### src/rtl/mem_arbiter_pkg.sv
// Shared encodings for the two-port memory arbiter, its requesters and the RAM model.
// Command and owner-tag values are fixed so cpu, loader and memory agree on them.
package mem_arbiter_pkg;

  typedef enum logic [1:0] {
    CMD_NONE  = 2'b00,
    CMD_READ  = 2'b01,
    CMD_WRITE = 2'b10
  } cmd_e;

  typedef enum logic [1:0] {
    TAG_NONE = 2'b00,
    TAG_A    = 2'b01,
    TAG_B    = 2'b10
  } tag_e;

  typedef enum logic {
    PRI_A = 1'b0,
    PRI_B = 1'b1
  } pri_e;

  // 2'b11 is deliberately not an access: it behaves exactly like NONE.
  function automatic logic is_access(input logic [1:0] cmd);
    return (cmd == CMD_READ) || (cmd == CMD_WRITE);
  endfunction

endpackage

### src/rtl/rd_tag_pipe.sv
// Read-owner tag delay line: a tag pushed with each issued command pops out
// RD_LAT cycles later, lined up with the RAM read data.
module rd_tag_pipe
  import mem_arbiter_pkg::*;
#(
  parameter int RD_LAT = 1
) (
  input  logic i_clk,
  input  logic i_rst,
  input  tag_e i_tag,
  output tag_e o_tag
);

  tag_e r_stage [RD_LAT];

  always_ff @(posedge i_clk or posedge i_rst) begin
    if (i_rst) begin
      for (int i = 0; i < RD_LAT; i++) r_stage[i] <= TAG_NONE;
    end else begin
      r_stage[0] <= i_tag;
      for (int i = 1; i < RD_LAT; i++) r_stage[i] <= r_stage[i-1];
    end
  end

  assign o_tag = r_stage[RD_LAT-1];

endmodule

### src/rtl/mem_arbiter.sv
// Two-port round-robin arbiter in front of a single-port RAM with fixed read latency.
// Priority pointer states:  PRI_A | A wins a conflict  ;  PRI_B | B wins a conflict
module mem_arbiter
  import mem_arbiter_pkg::*;
#(
  parameter int AW     = 9,
  parameter int DW     = 16,
  parameter int RD_LAT = 1
) (
  input  logic          clk,
  input  logic          reset,
  input  logic          a_req,
  input  logic [1:0]    a_cmd,
  input  logic [AW-1:0] a_addr,
  input  logic [DW-1:0] a_wdata,
  output logic          a_gnt,
  output logic          a_rvalid,
  output logic [DW-1:0] a_rdata,
  input  logic          b_req,
  input  logic [1:0]    b_cmd,
  input  logic [AW-1:0] b_addr,
  input  logic [DW-1:0] b_wdata,
  output logic          b_gnt,
  output logic          b_rvalid,
  output logic [DW-1:0] b_rdata,
  output logic [1:0]    mem_cmd,
  output logic [AW-1:0] mem_addr,
  output logic [DW-1:0] mem_wdata,
  input  logic [DW-1:0] mem_rdata
);

  pri_e          r_pri;
  logic [1:0]    r_cmd;
  logic [AW-1:0] r_addr;
  logic [DW-1:0] r_wdata;
  tag_e          r_owner;

  logic w_a_elig;
  logic w_b_elig;
  logic w_a_win;
  logic w_b_win;
  tag_e w_push_tag;
  tag_e w_pop_tag;

  // Gating with reset keeps both grants low for the whole reset window.
  always_comb begin
    w_a_elig = a_req && is_access(a_cmd) && !reset;
    w_b_elig = b_req && is_access(b_cmd) && !reset;
    w_a_win  = w_a_elig && (!w_b_elig || (r_pri == PRI_A));
    w_b_win  = w_b_elig && !w_a_win;
  end

  assign a_gnt = w_a_win;
  assign b_gnt = w_b_win;

  always_ff @(posedge clk or posedge reset) begin
    if (reset) begin
      r_pri   <= PRI_A;
      r_cmd   <= CMD_NONE;
      r_addr  <= '0;
      r_wdata <= '0;
      r_owner <= TAG_NONE;
    end else if (w_a_win) begin
      r_pri   <= PRI_B;
      r_cmd   <= a_cmd;
      r_addr  <= a_addr;
      r_wdata <= a_wdata;
      r_owner <= TAG_A;
    end else if (w_b_win) begin
      r_pri   <= PRI_A;
      r_cmd   <= b_cmd;
      r_addr  <= b_addr;
      r_wdata <= b_wdata;
      r_owner <= TAG_B;
    end else begin
      r_cmd   <= CMD_NONE;
      r_owner <= TAG_NONE;
    end
  end

  assign mem_cmd   = r_cmd;
  assign mem_addr  = r_addr;
  assign mem_wdata = r_wdata;

  // Tag enters on the cycle the command is on the RAM bus, so it exits with mem_rdata.
  assign w_push_tag = (r_cmd == CMD_READ) ? r_owner : TAG_NONE;

  rd_tag_pipe #(
    .RD_LAT(RD_LAT)
  ) u_tag_pipe (
    .i_clk(clk),
    .i_rst(reset),
    .i_tag(w_push_tag),
    .o_tag(w_pop_tag)
  );

  assign a_rvalid = (w_pop_tag == TAG_A);
  assign b_rvalid = (w_pop_tag == TAG_B);
  assign a_rdata  = mem_rdata;
  assign b_rdata  = mem_rdata;

endmodule

### config.mk
export PLATFORM = sky130hd
export DESIGN_NAME = mem_arbiter
export DESIGN_NICKNAME = d
export VERILOG_FILES = /design/src/rtl/mem_arbiter_pkg.sv /design/src/rtl/rd_tag_pipe.sv /design/src/rtl/mem_arbiter.sv
export SDC_FILE = /design/constraint.sdc
export NUM_CORES = 1
export LEC_CHECK = 0
export ABC_AREA = 1
export CAP_MARGIN = 15
export CORE_ASPECT_RATIO = 1.25
export CORE_MARGIN = 5
export CORE_UTILIZATION = 38
export CTS_CLUSTER_DIAMETER = 150
export CTS_CLUSTER_SIZE = 16
export DETAILED_ROUTE_END_ITERATION = 10
export GPL_ROUTABILITY_DRIVEN = 0
export PLACE_DENSITY = 0.88
export SLEW_MARGIN = 20
export SYNTH_ARGS = -nofsm -noshare
export SYNTH_HDL_FRONTEND = slang
export SYNTH_HIERARCHICAL = 1
export SYNTH_SLANG_ARGS = --single-unit
### constraint.sdc
create_clock -name clk -period 3.3 [get_ports clk]
set_clock_uncertainty 0.15 [all_clocks]
set_input_delay 0.495 -clock clk [delete_from_list [all_inputs] [get_ports clk]]
set_output_delay 0.495 -clock clk [all_outputs]
set_load 0.05 [all_outputs]
==> metrics.yaml <==
drt:
  viasPerCell: 4.789
  routed-via-count: 1834
  wirelength_um: 5467
  ant_nets: 0
  drtIter0Drc: 45
  post_drt_wl_per_cell_um: 14.27
  drc: 0
  first_pass_iters: 4
critical_path:
  cp_num_buf_inv: 3
  worstPathRequired_ns: 2.65
  cpLargestDelayFamily: "buffers and inverters"
  cpMaxStageDelayCell: "clkdlybuf4s50_1"
  max_stage_delay_ns: 0.50
  arrival_ns: 1.75
  crit_path_start_kind: "input pin"
  crit_top_cell: "nand2_1"
  end_kind: "output pin"
  worstPathCellList: "clkdlybuf4s50_1 -> inv_1 -> nand2_1 -> nand2_1 -> nand2_2 -> nor2_1 -> buf_4"
  criticalPathCategory: "input pin to output pin"
  crit_fanout: 16
logic_synthesis:
  synth.top_cell.area_share_pct: 40.48
  synthSimpleGateAreaFrac_pct: 35.04
  yosys.area_share.adder_pct: 0
  syn_nets: 338
  synthCells: 264
  ys_ff_latch: 32
  synth_xor_area_share_pct: 0
  synth_mux_area_share_pct: 0
  synth_top_family_by_area: "simple AND/OR/NAND/NOR gates"
  synth.distinct_cells: 16
  synth_area_per_cell_um2: 7.493
  ys_warn_count: 6
  yosysTopAreaCell: "dfrtp_1"
  yosys-top-cells-area: "dfrtp_1 (40%), nand3_1 (19%), buf_4 (15%)"
  synth-compound-area-share_pct: 0.7590
  yosysSeqAreaShare_pct: 40.48
  netlist_area_um2: 1978
sta:
  setup_tns_ns: 0
  finalHoldViolations: 0
  worst_slew_pin_slew_ns: 0.5320
  post-route-period-util_pct: 72.50
  finalMaxSlewViolations: 0
  max_freq_ghz: 0.4180
  layout_setup_ws_ns: 0.9074
  rsz0062_at_grt: "false"
  max-slew-margin-rel_pct: 64.42
  layout_min_cycle_time_ns: 2.393
  setup_viol: 0
grt:
  grt_pass1_vias: 1916
  grt_first_pass_wirelength_um: 8845
  grt_max_degree: 32
  antenna_found_initial: 0
  grt.overflow.total: 0
  grt.total_usage_pct: 16.71
floorplanning:
  die_h_um: 90.67
  core_um2: 5080
  start_util_pct: 38.94
  rows: 29
  io_pins: 137
  die_area_um2: 6758
  die_width_um: 74.54
place:
  dp_slack_ns: 0.8819
  portBuffers: 88
  placed_area_um2: 2666
  dp_hpwl_um: 4024
power_and_ir_drop:
  max-vdd-ir-drop_uv: 407.6
  power_density_nw_per_um2: 503.4
  p_leak_uw: 0.001378
  power_uw: 1388
layout:
  num_antenna_cells: 0
  synthToLayoutAreaGrowth_pct: 39.34
  stdcell_area_um2: 2756
  final_layout_size_suffix_gt1_share_pct: 7.788
  nets: 394
min_path:
  min_path_type: "input pin to async pin"
clocking:
  clk_path_buf_depth: 2
  clock_sinks: 32
  clock_latency_ns: 0.27
  cts_root_buffer: "clkbuf_8"
  clkSlewWorstSetupHoldPaths_ns: 0.06
  htree_levels: 2
  cts_tree: "built"
  postCtsHoldBufs: 0
  cts_setup_buffers: 0
  post_cts_resized: 0
  numCtsBuffers: 5
status:
  status: "completed"
flow_run:
  maxCapViolations: 0
-- placed cells by master (no fill, tap or decap), drive strengths merged --
cell type	Yosys	final
inv	39	39
nor3b	2	2
nor2	6	6
nand4	1	1
clkbuf	0	8
buf	45	8
nand3	79	79
o21ai	3	3
clkdlybuf4s50	0	86
dfrtp	32	32
nand2	57	57
-- layout make-up --
cell class | count | area [um^2]
Inverter | 39 | 146.4
Sequential cell | 32 | 800.8
Clock buffer | 8 | 90.09
Multi-Input combinational cell | 148 | 708.2
Fill cell | 496 | 2323
Tap cell | 62 | 77.57
Timing Repair Buffer | 94 | 933.4
-- through the flow --
step                hold WS (ns)  util, %  instances
floorplan                0.08618        -        264
global placement          0.2974    52.49        375
detailed placement        0.3073    52.49        375
CTS                       0.3039    54.26        383
global route              0.3141    54.26        383
finish                    0.3115    54.26        383
-- sequential cells by signal, indices dropped and copies added (netlist names) --
name              flops
u_tag_pipe/o_tag      2
r_pri                 1
mem_wdata            16
r_owner               2
mem_cmd               2
mem_addr              9
-- worst reg2reg max path: cells and delay by family (launching register included) --
kind            cells  cell delay [ns]
flops               1             0.37
buf+inv             1             0.30
compound gates      1             0.10
simple gates        3             0.31
-- cells in the mapped netlist (all sizes together) --
master and instances:
nand2 57, o21ai 3, buf 45, inv 39
nor3b 2, nor2 6, dfrtp 32, nand3 79
nand4 1
-- routing by layer --
| metal | up-vias | track usage, % | part of all wire, % |
|---|---|---|---|
| met4 | 0 | 6.677 | 3.3 |
| met1 | 832 | 17.90 | 34 |
| met2 | 67 | 29.99 | 54 |
| met5 | - | 0 | 0 |
| met3 | 26 | 4.343 | 8.6 |
| li1 | 909 | - | - |
-- report_power, final --
part | internal [uW] | switching [uW] | total (uW)
Combinational | 223 | 366 | 590
Clock | 170 | 135 | 305
Sequential | 457 | 36.1 | 493
Total | 850 | 538 | 1390
-- path summary, 6_finish.rpt --
| path | cells after the start | slack (ns) | from | end |
|---|---|---|---|---|
| setup / recovery | 7 | 0.91 | b_cmd[0] | b_gnt |
| hold / removal | 2 | 0.31 | reset | u_tag_pipe/o_tag[1] |
| max in group asynchronous | 3 | 2.11 | reset | mem_wdata[10] |
| hold reg to reg | 1 | 0.31 | mem_cmd[1] | u_tag_pipe/o_tag[0] |
| min in group clk | 1 | 0.31 | mem_cmd[1] | u_tag_pipe/o_tag[0] |
| setup reg to reg | 5 | 2.01 | r_pri | mem_cmd[0] |
-- kinds of logic after synthesis --
kind of cell / count (synthesis)
AO/OA/AOI/OAI: 3
buffers and inverters: 84
flip-flops: 32
AND/OR/NAND/NOR: 145
(Power assumes the default switching activity.)
